[src/rtl/z3_master_pkg.sv]
// Shared types and helpers for the Zorro III bus-master cycle engine.
// Holds the FSM state encoding, the NCR SIZ encodings and the byte-lane decoder.
package z3_master_pkg;

    typedef enum logic [2:0] {
        IDLE,
        ADDR,
        DATA,
        WAIT,
        TERM,
        ERR,
        RECOVER
    } state_e;

    typedef enum logic [1:0] {
        SIZ_LONG  = 2'b00,
        SIZ_BYTE  = 2'b01,
        SIZ_WORD  = 2'b10,
        SIZ_3BYTE = 2'b11
    } siz_e;

    // Active-low byte strobes; lanes past byte 3 fall off the end of the long word.
    function automatic logic [3:0] lane_mask(input siz_e siz, input logic [1:0] a);
        logic [3:0] m;
        logic [2:0] n;
        logic [2:0] last;
        case (siz)
            SIZ_LONG: n = 3'd4;
            SIZ_BYTE: n = 3'd1;
            SIZ_WORD: n = 3'd2;
            default:  n = 3'd3;
        endcase
        last = 3'(a) + n - 3'd1;
        m    = 4'hF;
        for (int i = 0; i < 4; i++) begin
            if (3'(i) >= 3'(a) && 3'(i) <= last) m[2'(3 - i)] = 1'b0;
        end
        return m;
    endfunction

endpackage

[src/rtl/z3_master_cycle_if.sv]
// NCR-side and Zorro-side signals of the bus-master cycle engine.
// master = the engine, slave = the surrounding board logic / bus.
interface z3_master_cycle_if;
    logic       BMASTER;
    logic       NCR_AS_n;
    logic       NCR_RW;
    logic [1:0] NCR_SIZ;
    logic [1:0] NCR_A;
    logic       DTACK_n;
    logic       BERR_n;
    logic       FCS_n;
    logic [3:0] DS_n;
    logic       DOE;
    logic       ZREAD;
    logic       STERM_n;
    logic       TEA_n;
    logic       busy;

    modport master (
        input  BMASTER, NCR_AS_n, NCR_RW, NCR_SIZ, NCR_A, DTACK_n, BERR_n,
        output FCS_n, DS_n, DOE, ZREAD, STERM_n, TEA_n, busy
    );

    modport slave (
        output BMASTER, NCR_AS_n, NCR_RW, NCR_SIZ, NCR_A, DTACK_n, BERR_n,
        input  FCS_n, DS_n, DOE, ZREAD, STERM_n, TEA_n, busy
    );
endinterface

[src/rtl/z3_master_cycle_sync2.sv]
// Two-flop synchroniser for asynchronous active-low strobes; presets to 1 (negated).
module z3_master_cycle_sync2 (
    input  logic CLK,
    input  logic IORST_n,
    input  logic i_d,
    output logic o_q
);
    logic r_meta;
    logic r_q;

    always_ff @(posedge CLK or negedge IORST_n) begin
        if (!IORST_n) begin
            r_meta <= 1'b1;
            r_q    <= 1'b1;
        end else begin
            r_meta <= i_d;
            r_q    <= r_meta;
        end
    end

    assign o_q = r_q;
endmodule

[src/rtl/z3_master_cycle.sv]
// Zorro III master cycle engine: turns NCR 53C710 bus cycles into FCS/DS/DOE
// sequences and returns STERM_n or TEA_n to the NCR.
module z3_master_cycle
    import z3_master_pkg::*;
#(
    parameter int unsigned ADDR_SETUP = 1,
    parameter int unsigned WR_SETUP   = 1,
    parameter int unsigned TIMEOUT    = 255
) (
    input  logic              CLK,
    input  logic              IORST_n,
    z3_master_cycle_if.master bus
);
    localparam int unsigned CNT_W = $clog2(TIMEOUT + 1);

    state_e           r_state,   w_state;
    logic [CNT_W-1:0] r_cnt,     w_cnt;
    logic             r_rw,      w_rw;
    siz_e             r_siz,     w_siz;
    logic [1:0]       r_a,       w_a;
    logic             r_fcs_n,   w_fcs_n;
    logic [3:0]       r_ds_n,    w_ds_n;
    logic             r_doe,     w_doe;
    logic             r_zread,   w_zread;
    logic             r_sterm_n, w_sterm_n;
    logic             r_tea_n,   w_tea_n;
    logic             r_busy,    w_busy;
    logic             w_as_sync, w_dtack_sync, w_berr_sync;
    logic             w_go_err,  w_go_term;

    z3_master_cycle_sync2 u_sync_as    (.CLK(CLK), .IORST_n(IORST_n), .i_d(bus.NCR_AS_n), .o_q(w_as_sync));
    z3_master_cycle_sync2 u_sync_dtack (.CLK(CLK), .IORST_n(IORST_n), .i_d(bus.DTACK_n),  .o_q(w_dtack_sync));
    z3_master_cycle_sync2 u_sync_berr  (.CLK(CLK), .IORST_n(IORST_n), .i_d(bus.BERR_n),   .o_q(w_berr_sync));

    // State, latched NCR attributes and registered outputs.
    always_ff @(posedge CLK or negedge IORST_n) begin
        if (!IORST_n) begin
            r_state   <= IDLE;
            r_cnt     <= '0;
            r_rw      <= 1'b1;
            r_siz     <= SIZ_LONG;
            r_a       <= 2'd0;
            r_fcs_n   <= 1'b1;
            r_ds_n    <= 4'hF;
            r_doe     <= 1'b0;
            r_zread   <= 1'b1;
            r_sterm_n <= 1'b1;
            r_tea_n   <= 1'b1;
            r_busy    <= 1'b0;
        end else begin
            r_state   <= w_state;
            r_cnt     <= w_cnt;
            r_rw      <= w_rw;
            r_siz     <= w_siz;
            r_a       <= w_a;
            r_fcs_n   <= w_fcs_n;
            r_ds_n    <= w_ds_n;
            r_doe     <= w_doe;
            r_zread   <= w_zread;
            r_sterm_n <= w_sterm_n;
            r_tea_n   <= w_tea_n;
            r_busy    <= w_busy;
        end
    end

    always_comb begin
        w_state   = r_state;
        w_cnt     = r_cnt;
        w_rw      = r_rw;
        w_siz     = r_siz;
        w_a       = r_a;
        w_fcs_n   = r_fcs_n;
        w_ds_n    = r_ds_n;
        w_doe     = r_doe;
        w_zread   = r_zread;
        w_sterm_n = r_sterm_n;
        w_tea_n   = r_tea_n;
        w_busy    = r_busy;
        w_go_err  = 1'b0;
        w_go_term = 1'b0;

        case (r_state)
            IDLE: begin
                if (!w_as_sync && bus.BMASTER) begin
                    w_state = ADDR;
                    w_cnt   = '0;
                    w_rw    = bus.NCR_RW;
                    w_siz   = siz_e'(bus.NCR_SIZ);
                    w_a     = bus.NCR_A;
                    w_fcs_n = 1'b0;
                    w_zread = bus.NCR_RW;
                    w_busy  = 1'b1;
                end
            end
            ADDR: begin
                if (!bus.BMASTER) begin
                    w_go_err = 1'b0 | 1'b1;
                end else if (32'(r_cnt) + 32'd1 >= ADDR_SETUP) begin
                    w_state = DATA;
                    w_cnt   = '0;
                    w_doe   = 1'b1;
                end else begin
                    w_cnt = r_cnt + CNT_W'(1);
                end
            end
            DATA: begin
                // Writes give the slave WR_SETUP extra cycles of driven data before the strobes.
                if (!bus.BMASTER) begin
                    w_go_err = 1'b1;
                end else if (!r_rw && 32'(r_cnt) < WR_SETUP) begin
                    w_cnt = r_cnt + CNT_W'(1);
                end else begin
                    w_state = WAIT;
                    w_cnt   = '0;
                    w_ds_n  = lane_mask(r_siz, r_a);
                end
            end
            WAIT: begin
                w_cnt = r_cnt + CNT_W'(1);
                if (!bus.BMASTER || !w_berr_sync) begin
                    w_go_err = 1'b1;
                end else if (!w_dtack_sync) begin
                    w_go_term = 1'b1;
                end else if (32'(r_cnt) + 32'd1 >= TIMEOUT) begin
                    w_go_err = 1'b1;
                end
            end
            TERM: begin
                w_sterm_n = 1'b1;
                w_state   = RECOVER;
            end
            ERR: begin
                if (w_as_sync) begin
                    w_tea_n = 1'b1;
                    w_busy  = 1'b0;
                    w_zread = 1'b1;
                    w_state = IDLE;
                end
            end
            RECOVER: begin
                // No new cycle until the NCR and the slave have both let go.
                if (w_as_sync && w_dtack_sync) begin
                    w_busy  = 1'b0;
                    w_zread = 1'b1;
                    w_state = IDLE;
                end
            end
            default: w_state = IDLE;
        endcase

        if (w_go_err || w_go_term) begin
            w_state = w_go_err ? ERR : TERM;
            w_cnt   = '0;
            w_ds_n  = 4'hF;
            w_doe   = 1'b0;
            w_fcs_n = 1'b1;
            if (w_go_err) w_tea_n   = 1'b0;
            else          w_sterm_n = 1'b0;
        end
    end

    assign bus.FCS_n   = r_fcs_n;
    assign bus.DS_n    = r_ds_n;
    assign bus.DOE     = r_doe;
    assign bus.ZREAD   = r_zread;
    assign bus.STERM_n = r_sterm_n;
    assign bus.TEA_n   = r_tea_n;
    assign bus.busy    = r_busy;
endmodule
[src/flat_wrapper.sv]
// flat-port wrapper written by rule: the top's interface ports become plain ports
module z3_master_cycle_flat import z3_master_pkg::*;
#(
    parameter int unsigned ADDR_SETUP = 1,
    parameter int unsigned WR_SETUP   = 1,
    parameter int unsigned TIMEOUT    = 255
)
  (CLK, IORST_n, bus_BMASTER, bus_NCR_AS_n, bus_NCR_RW, bus_NCR_SIZ, bus_NCR_A, bus_DTACK_n, bus_BERR_n, bus_FCS_n, bus_DS_n, bus_DOE, bus_ZREAD, bus_STERM_n, bus_TEA_n, bus_busy);
  z3_master_cycle_if bus_i ();
  input  logic CLK;
  input  logic IORST_n;
  input wire logic [$bits(bus_i.BMASTER)-1:0] bus_BMASTER;
  input wire logic [$bits(bus_i.NCR_AS_n)-1:0] bus_NCR_AS_n;
  input wire logic [$bits(bus_i.NCR_RW)-1:0] bus_NCR_RW;
  input wire logic [$bits(bus_i.NCR_SIZ)-1:0] bus_NCR_SIZ;
  input wire logic [$bits(bus_i.NCR_A)-1:0] bus_NCR_A;
  input wire logic [$bits(bus_i.DTACK_n)-1:0] bus_DTACK_n;
  input wire logic [$bits(bus_i.BERR_n)-1:0] bus_BERR_n;
  output wire logic [$bits(bus_i.FCS_n)-1:0] bus_FCS_n;
  output wire logic [$bits(bus_i.DS_n)-1:0] bus_DS_n;
  output wire logic [$bits(bus_i.DOE)-1:0] bus_DOE;
  output wire logic [$bits(bus_i.ZREAD)-1:0] bus_ZREAD;
  output wire logic [$bits(bus_i.STERM_n)-1:0] bus_STERM_n;
  output wire logic [$bits(bus_i.TEA_n)-1:0] bus_TEA_n;
  output wire logic [$bits(bus_i.busy)-1:0] bus_busy;
  assign bus_i.BMASTER = bus_BMASTER;
  assign bus_i.NCR_AS_n = bus_NCR_AS_n;
  assign bus_i.NCR_RW = bus_NCR_RW;
  assign bus_i.NCR_SIZ = bus_NCR_SIZ;
  assign bus_i.NCR_A = bus_NCR_A;
  assign bus_i.DTACK_n = bus_DTACK_n;
  assign bus_i.BERR_n = bus_BERR_n;
  assign bus_FCS_n = bus_i.FCS_n;
  assign bus_DS_n = bus_i.DS_n;
  assign bus_DOE = bus_i.DOE;
  assign bus_ZREAD = bus_i.ZREAD;
  assign bus_STERM_n = bus_i.STERM_n;
  assign bus_TEA_n = bus_i.TEA_n;
  assign bus_busy = bus_i.busy;
  z3_master_cycle #(.ADDR_SETUP(ADDR_SETUP), .WR_SETUP(WR_SETUP), .TIMEOUT(TIMEOUT)) u_core (.CLK(CLK), .IORST_n(IORST_n), .bus(bus_i));
endmodule
[config.mk]
export PLATFORM = sky130hd
export DESIGN_NAME = z3_master_cycle_flat
export DESIGN_NICKNAME = d
export VERILOG_FILES = /design/src/rtl/z3_master_pkg.sv /design/src/rtl/z3_master_cycle_if.sv /design/src/rtl/z3_master_cycle_sync2.sv /design/src/rtl/z3_master_cycle.sv /design/src/flat_wrapper.sv
export SDC_FILE = /design/constraint.sdc
export NUM_CORES = 1
export LEC_CHECK = 0
export ABC_AREA = 1
export BUFFER_PORTS_ARGS = -buffer_cell sky130_fd_sc_hd__buf_4
export CORE_ASPECT_RATIO = 2
export CORE_MARGIN = 2
export CORE_UTILIZATION = 55
export DETAILED_ROUTE_END_ITERATION = 7
export PLACE_DENSITY_LB_ADDON = 0.25
export SETUP_SLACK_MARGIN = 0.1
export SLEW_MARGIN = 20
export SYNTH_ARGS = -nofsm -noshare
export SYNTH_HDL_FRONTEND = slang
export SYNTH_SLANG_ARGS = --single-unit
[constraint.sdc]
create_clock -name CLK -period 3.83 [get_ports CLK]
set_input_delay 0.1915 -clock CLK [delete_from_list [all_inputs] [get_ports CLK]]
set_output_delay 0.1915 -clock CLK [all_outputs]
set_load 0.01 [all_outputs]
==> results of run 1 <==
-- Yosys cell counts --
master     n  area, um^2
a21oi_1    9        45.0
a21oi_2    8        70.1
a22oi_1    1        7.51
a31oi_1    1        6.26
buf_12     1        20.0
buf_2      1        5.00
buf_4      3        22.5
clkbuf_1   1        3.75
clkinv_1   1        3.75
conb_1     1        3.75
dfrtp_1   17         425
dfstp_2   13         342
ha_1       7        87.6
inv_1     28         105
inv_2      7        26.3
mux2i_1    1        10.0
nand2_1   54         203
nand2_2    6        37.5
nand3_1   14        70.1
nand3_2    2        20.0
nand3_4    1        17.5
nand3b_1   3        22.5
nand4_1    3        18.8
nor2_1    25        93.8
nor2_2     3        18.8
nor2_4     4        45.0
nor3_1     6        30.0
nor3_2     1        10.0
o21ai_0    4        20.0
o21ai_1    3        15.0
o21ai_4    1        16.3
o21bai_1   1        7.51
o22ai_1    1        6.26
xnor2_1    1        8.76
xor2_1     1        8.76
-- sequential cells by signal (all words and copies together) (netlist names), 2 cells and up --
name	flops
u_core.r_state	3
u_core.r_siz	2
u_core.r_cnt	8
u_core.r_a	2
u_core.bus.DS_n	2
-- cell families (layout without fill, tap and decap cells) --
kind of cell / Yosys count / in the layout
flip-flops: 30 / 30
XOR/XNOR: 2 / 2
adder cells (fa/ha/maj): 7 / 7
AND/OR/NAND/NOR: 122 / 122
AO/OA/AOI/OAI: 29 / 29
multiplexers: 1 / 1
other: 1 / 2
buffers and inverters: 42 / 63
-- how the worst min path moves through the flow --
stage | startpoint | to | slack, ns | cells past startpoint
after global placement | IORST_n | u_core.r_cnt[3] | 0.13 | 1
after detailed placement | IORST_n | u_core.r_cnt[3] | 0.13 | 1
after global routing | bus_NCR_AS_n | u_core.u_sync_as.r_meta | 0.02 | 1
after floorplan | IORST_n | u_core.bus.DOE | -0.10 | 0
after CTS | bus_DTACK_n | u_core.u_sync_dtack.r_meta | 0.01 | 1
final | bus_DTACK_n | u_core.u_sync_dtack.r_meta | 0.02 | 1
-- final cells by class --
cell class                 count  area [um^2]
inverter                      36          135
sequential                    30          767
fill                         297         1110
tap                           31         38.8
multi-input combinational    163          903
timing repair buffer          19          145
clock buffer                   8         90.1
-- power by group --
part	leakage (nW)	switching, mW	internal (mW)
clock	0.0455	0.109	0.146
combinational	0.568	0.376	0.220
sequential	0.354	0.0640	0.423
-- metrics by stage --
step / area, um^2 / hold WS [ns] / worst slack (ns) / cells
finish: 2080 / 0.0170 / 1.82 / 287
global route: 2080 / 0.0168 / 1.60 / 287
CTS: 2080 / 0.0119 / 1.82 / 287
detailed placement: 1980 / 0.129 / 1.85 / 278
global placement: 1980 / 0.127 / 1.92 / 278
floorplan: 1860 / -0.104 / 2.17 / 235
-- metal layers --
layer,part of all wire,wire [um],GRT usage,vias up
li1,-,-,-,779
met1,0.35,1410,0.232,699
met2,0.57,2330,0.447,45
met3,0.027,111,0.0316,19
met4,0.051,206,0.166,0
met5,0,0,0,-
-- what timing repair did --
item                       in CTS  in global routing
hold buffers                    1                  0
hold endpoints to repair       17                  0
setup buffers                   0                  0
setup endpoints to repair       0                  0
==> metrics.yaml, run 1 <==
status: "finished clean"
die_w_um: 45.0
start_util: 0.580
finalWirelength_um: 4050
wire_per_inst_um: 14.1
cts-resized-gates: 0
dieArea_um2: 3880
grt_use_total: 0.244
power_mw: 1.34
reg2regPathDepth: 12
cts.clk_slew.worst_paths_ns: 0.06
synth_xor_area_frac: 0.00945
maxCapViolCount: 0
yosys.area_share.simple: 0.317
maxSlewViolCount: 0
cp_num_buf_inv: 1
die_h_um: 86.1
crit_type: "reg -> reg"
grt_pass1_wl_um: 6740
crit_end: "u_core.r_state[0]"
cts_buffers: 5
synth_fa_ha_area_frac: 0.0473
area_growth_pct: 12.2
slowest_stage: "dfrtp_1"
numClockSinks: 30
final_common_cell: "nand2_1"
powerDensity_nw_per_um2: 643
syn_area_um2: 1850
peakVddDrop_mv: 0.485
synth_compound_area_frac: 0.105
path_delay_family: "simple AND/OR/NAND/NOR gates"
period_needed_ns: 2.01
fmaxAchievable_mhz: 497
mostFrequentLayoutCells: "nand2_1, inv_1, nor2_1, buf_4, dfrtp_1"
fin_util: 0.651
syn_area_per_cell_um2: 7.92
overflow: 0
yosysWarnings: 0
cts_tree: "yes"
vias: 1542
ys_ff_latch: 30
setup_viol: 0
p_leak_nw: 0.968
rsz0062_at_grt: "no"
r2r_end: "u_core.r_state[0]"
critPathLaunch: "u_core.r_cnt[1]"
cpMostUsedCell: "nand2_1"
antenna_found_initial: 0
io_buffers: 18
max_stage_delay_ns: 0.47
endpoint_kind: "register"
hold_viol: 0
drive_gt1_frac: 0.273
ant_nets: 0
io_pins: 21
cp.depth: 12
cp-start-kind: "register"
drc: 0
cts.htree.levels: 2
critical_path.cell_chain: "ha_1 > nand2_1 > o21bai_1 > nand2_2 > nor2_2 > nand2_1 > nand2_1 > nand2_2 > nand3_4 > inv_2 > nand3_1 > nand2_1"
synth-seq-area-share: 0.414
worstPathRequired_ns: 4.00
min_period_over_period: 0.525
r2r_setup_slack_ns: 1.82
via_per_inst: 5.37
synth_cells: 234
drt_iter0_markers: 33
drt-pass1-iter-count: 4
cts_max_path_buffers: 2
muxShareOfSynthArea: 0.00540
grt_max_degree: 31
core-area_um2: 3190
synth_top_family_by_area: "simple AND/OR/NAND/NOR gates"
clk_latency_ns: 0.28
gp_congestion: 0.895
rows: 29
setup_tns_ns: 0
grt_pass1_vias: 1553
antenna_cells: 0
r2r_start: "u_core.r_cnt[1]"
cp.arrival_ns: 2.18
crit_fanout: 12
synthDistinctLibCells: 35
dp_hpwl_um: 3140
fin_nets: 273
min_path_type: "in -> reg"
clock-root-buffer: "clkbuf_8"
fin_skew_ns: 0.00396
(Power assumes the default switching activity.)
==> run 2, diff against run 1 <==
==> constraint.sdc (replaced) <==
create_clock -name CLK -period 2 [get_ports CLK]
set_input_delay 0.1 -clock CLK [delete_from_list [all_inputs] [get_ports CLK]]
set_output_delay 0.1 -clock CLK [all_outputs]
set_load 0.01 [all_outputs]
==> run 2 against run 1 <==
Sequential power increased by 92%. Final cell count up 4.2%. Clock skew rose by 0.0051 ns. Clock-buffer cell count down 1. Critical path depth down 2.
==> metrics.yaml, run 2 (same netlist as run 1, synthesis figures left out) <==
reg2regPathDepth: 10
period_needed_ns: 1.82
dieArea_um2: 3880
cp.arrival_ns: 2.03
critical_path.cell_chain: "buf_4 > inv_1 > ha_1 > nand4_1 > nor2_1 > a21oi_1 > nand2_4 > nor2_2 > nand2_1 > a21oi_2"
endpoint_kind: "register"
cts.clk_slew.worst_paths_ns: 0.07
worstHoldPathCells: 3
grt_pass1_vias: 1594
placed_cells: 282
grt_pass1_wl_um: 6850
max_stage_delay_ns: 0.35
cts_max_path_buffers: 2
ant_nets: 0
p_leak_nw: 1.03
maxCapViolCount: 0
fin_skew_ns: 0.00902
dp_hpwl_um: 3200
grt_max_degree: 31
fillers: 286
final_common_cell: "nand2_1"
io_pins: 21
largest_register_ffs: 8
slowest_stage: "dfrtp_1"
setup_tns_ns: 0
crit_fanout: 7
vias: 1608
status: "finished clean"
cp-start-kind: "register"
core-area_um2: 3190
regMostFlops: "u_core.r_cnt"
power_mw: 2.74
hold_viol: 0
cts_buffers: 5
fin_nets: 285
fmaxAchievable_mhz: 550
powerDensity_nw_per_um2: 1230
start_util: 0.580
peakVddDrop_mv: 0.759
numClockSinks: 30
setup_viol: 0
grt_use_total: 0.249
drt_iter0_markers: 29
drive_gt1_frac: 0.328
antenna_cells: 0
cts_tree: "yes"
rsz0062_at_grt: "no"
worstPathRequired_ns: 2.21
clk_latency_ns: 0.29
mostFrequentLayoutCells: "nand2_1, inv_1, buf_4, nor2_1, dfrtp_1"
finalWirelength_um: 4250
io_buffers: 18
gp_congestion: 0.865
crit_type: "reg -> reg"
min_period_over_period: 0.908
cts.htree.levels: 2
die_w_um: 45.0
min_path_type: "in -> reg"
clock-root-buffer: "clkbuf_8"
rows: 29
antenna_found_initial: 0
die_h_um: 86.1
instances_no_fill: 299
maxSlewViolCount: 0
drc: 0
fin_hold_ws_ns: 0.0575
wire_per_inst_um: 14.2
via_per_inst: 5.38
overflow: 0
reg.largest.list: "u_core.r_cnt x8, u_core.r_state x3"
area_growth_pct: 20.1
drt-pass1-iter-count: 4
-- run 2: per-layer routing --
metal / wire, um / part of all wire / vias to the layer above / track usage
met3: 113 / 0.027 / 17 / 0.0547
met5: 0 / 0 / - / 0
li1: - / - / 800 / -
met1: 1470 / 0.35 / 760 / 0.234
met2: 2460 / 0.58 / 31 / 0.438
met4: 209 / 0.049 / 0 / 0.176
-- run 2: per-stage QoR --
| step | area [um^2] | setup WS (ns) | utilization |
|---|---|---|---|
| after floorplan | 1860 | 0.338 | - |
| after global placement | 2020 | 0.184 | 0.633 |
| after detailed placement | 2020 | 0.166 | 0.633 |
| after CTS | 2150 | 0.136 | 0.674 |
| after global routing | 2230 | 0.103 | 0.697 |
| final | 2230 | 0.183 | 0.697 |
-- run 2: cell type report --
type	instances	area, um^2	area share
clock buffer	7	86.3	0.0388
clock inverter	1	5.00	0.00225
inverter	36	135	0.0607
multi-input combinational	163	936	0.420
sequential	30	769	0.346
tap	31	38.8	0.0174
timing repair buffer	31	255	0.115
-- run 2: final timing paths --
kind                                                 start                      end  slack [ns]
worst max-delay path                       u_core.r_cnt[1]        u_core.r_state[1]        0.18
worst min register to register  u_core.u_sync_dtack.r_meta  u_core.u_sync_dtack.o_q        0.35
worst min-delay path                            bus_NCR_RW         u_core.bus.ZREAD        0.06
max in group asynchronous                          IORST_n         u_core.bus.FCS_n        1.40
min in group asynchronous                          IORST_n          u_core.r_cnt[2]        0.27
worst max register to register             u_core.r_cnt[1]        u_core.r_state[1]        0.18
-- run 2: repair_timing --
item                       CTS  global route
hold buffers                 4             0
hold endpoints to repair    20             0
setup buffers                0             5
setup endpoints to repair    0            11
gates resized for setup      0            10
-- run 2: critical path: cells and delay by family, from the launching register on --
| family | cells | cell delay [ns] |
|---|---|---|
| flip-flops | 1 | 0.35 |
| buffers and inverters | 2 | 0.19 |
| AND/OR/NAND/NOR | 5 | 0.55 |
| adder cells (fa/ha/maj) | 1 | 0.19 |
| AO/OA/AOI/OAI | 2 | 0.45 |
-- run 2: where the power goes --
group / total, mW / internal (mW) / switching [mW] / leakage (nW)
Combinational: 1.30 / 0.530 / 0.769 / 0.635
Sequential: 0.934 / 0.811 / 0.123 / 0.351
Clock: 0.506 / 0.277 / 0.229 / 0.0482
==> run 3, diff against run 2 <==
--- a/config.mk
+++ b/config.mk
@@ -7,9 +7,10 @@
 export LEC_CHECK = 0
 export ABC_AREA = 1
 export BUFFER_PORTS_ARGS = -buffer_cell sky130_fd_sc_hd__buf_4
+export CAP_MARGIN = 40
 export CORE_ASPECT_RATIO = 2
 export CORE_MARGIN = 2
-export CORE_UTILIZATION = 55
+export CORE_UTILIZATION = 52
 export DETAILED_ROUTE_END_ITERATION = 7
 export PLACE_DENSITY_LB_ADDON = 0.25
 export SETUP_SLACK_MARGIN = 0.1
==> constraint.sdc (replaced) <==
create_clock -name CLK -period 1.55 [get_ports CLK]
set_input_delay 0.0775 -clock CLK [delete_from_list [all_inputs] [get_ports CLK]]
set_output_delay 0.0775 -clock CLK [all_outputs]
set_load 0.01 [all_outputs]
==> run 3 against run 2 <==
Wire length is 15% higher. Clock power increased by 16%. Critical path type unchanged. Largest power group unchanged. Sequential cell count unchanged. Critical endpoint is now u_core.r_state[0]. The run now ends with setup timing left. Core utilization grew 7.3 points. First-iteration DRC count is 130% higher. Critical path depth is 2 higher. Clock skew decreased by 0.0021 ns. Worst setup slack lost 0.38 ns. Global-route usage grew 1.8 points. Final cell count increased by 15%.
==> metrics.yaml, run 3 (same netlist as run 1, synthesis figures left out) <==
status: "complete, but fails checks"
violations: "setup timing"
start_util: 0.542
cts_buffers: 5
setup_viol: 16
via_per_inst: 5.09
drive_gt1_frac: 0.510
power.share.sequential: 0.313
drt_iter0_markers: 67
grt_pass1_wl_um: 7570
clk_latency_ns: 0.29
maxSlewViolCount: 0
cts.clk_slew.worst_paths_ns: 0.06
vias: 1751
fin_ws_ns: -0.195
worstPathRequired_ns: 1.73
cts_tree: "yes"
fin_util: 0.770
antenna_cells: 0
min_period_over_period: 1.13
setup_tns_ns: -2.04
numClockSinks: 30
final_common_cell: "buf_4"
crit_type: "reg -> reg"
grt_pass1_vias: 1718
hold_viol: 0
intPower_mw: 2.30
p_sw_mw: 1.58
grt_max_degree: 31
drc: 0
p_sw_frac: 0.408
maxCapViolCount: 0
p_comb_frac: 0.537
powerDensity_nw_per_um2: 1480
io_pins: 21
grt_use_total: 0.267
rows: 30
die_h_um: 88.4
fin_nets: 313
fin_skew_ns: 0.00688
area_growth_pct: 42.0
core-area_um2: 3420
largest_register_ffs: 8
period_needed_ns: 1.74
p_leak_nw: 1.23
clock-root-buffer: "clkbuf_8"
cts_max_path_buffers: 2
io_buffers: 18
wire_per_inst_um: 14.2
cp.arrival_ns: 1.92
cp-start-kind: "register"
ant_nets: 0
mostFrequentLayoutCells: "buf_4, nand2_1, inv_1, nor2_1, nand2_2"
overflow: 0
rsz0062_at_grt: "yes"
power_mw: 3.88
fmaxAchievable_mhz: 573
min_path_type: "in -> reg"
antenna_found_initial: 0
dp_hpwl_um: 3480
endpoint_kind: "register"
reg.largest.list: "u_core.r_cnt x8, u_core.r_state x3"
dieArea_um2: 4090
finalWirelength_um: 4870
crit_fanout: 5
fillers: 255
multi_input_area_um2: 1090
regMostFlops: "u_core.r_cnt"
cts.htree.levels: 2
peakVddDrop_mv: 1.04
drt-pass1-iter-count: 4
ff_latch_area_um2: 772
gp_congestion: 0.865
die_w_um: 46.2
clkPwrFrac: 0.151
==> run 3: changes by cell type in the layout (fill, tap and decap cells not counted), moves of 5 or more <==
cell	before	now
buf_6	0	5
nand2_1	52	40
buf_4	26	49
nand2_2	7	15
nand3_2	3	9
nand3_1	13	6
==> run 3: per-stage QoR <==
stage | instance area [um^2] | std cells | hold WS [ns] | setup slack (ns)
5_1_grt | 2630 | 344 | 0.0446 | -0.300
2_1_floorplan | 1870 | 235 | -0.218 | -0.0608
3_5_place_dp | 2260 | 326 | 0.0224 | -0.209
3_3_place_gp | 2260 | 326 | 0.0175 | -0.161
6_report | 2630 | 344 | 0.0383 | -0.195
4_1_cts | 2480 | 339 | 0.0347 | -0.136
==> run 3: critical path, stage by stage (launching register included) <==
cell	delay [ns]
dfrtp_2	0.45
ha_4	0.19
nand2_4	0.08
inv_4	0.07
nand2_1	0.06
nand2_1	0.08
nand3_2	0.07
nor2_2	0.14
nand3_2	0.13
nand2_4	0.13
nor2_4	0.05
o21ai_2	0.12
nand2_1	0.06
==> run 3: final cells by class <==
| class | count | area share |
|---|---|---|
| flip-flops and latches | 30 | 0.293 |
| repair buffers | 59 | 0.184 |
| inverters | 36 | 0.0533 |
| well taps | 48 | 0.0228 |
| clock buffers | 8 | 0.0304 |
| multi-input cells | 163 | 0.416 |
==> run 3: routing by layer <==
metal,up-vias,share of wire,track usage
met4,0,0.044,0.169
li1,853,-,-
met1,834,0.33,0.231
met2,49,0.60,0.511
met3,15,0.032,0.0408
met5,-,0,0
==> run 3: final timing paths <==
| path | from | endpoint | slack [ns] | cells past startpoint |
|---|---|---|---|---|
| worst max register to register | u_core.r_cnt[1] | u_core.r_state[0] | -0.19 | 12 |
| min in group asynchronous | IORST_n | u_core.bus.DOE | 0.25 | 2 |
| max in group asynchronous | IORST_n | u_core.bus.STERM_n | 0.98 | 2 |
| worst max-delay path | u_core.r_cnt[1] | u_core.r_state[0] | -0.19 | 12 |
| worst min register to register | u_core.u_sync_as.r_meta | u_core.u_sync_as.o_q | 0.35 | 0 |
| worst min-delay path | bus_NCR_A[1] | u_core.r_a[1] | 0.04 | 3 |
==> run 3: power groups by stage <==
stage / clock network, mW / registers, mW / logic [mW]
2_1_floorplan: 0 / 1.22 / 1.09
3_3_place_gp: 0 / 1.20 / 1.76
3_5_place_dp: 0 / 1.21 / 1.79
4_1_cts: 0.604 / 1.21 / 1.94
5_1_grt: 0.634 / 1.23 / 2.29
6_report: 0.586 / 1.21 / 2.08
==> run 3: repair_timing <==
| action | CTS | global route |
|---|---|---|
| setup endpoints to repair | 18 | 19 |
| gates cloned | 0 | 0 |
| endpoints found under the hold margin | 20 | 0 |
| hold buffers | 4 | 0 |
| pin swaps | 16 | 16 |
| gates resized for setup | 28 | 30 |
| buffers inserted | 2 | 5 |
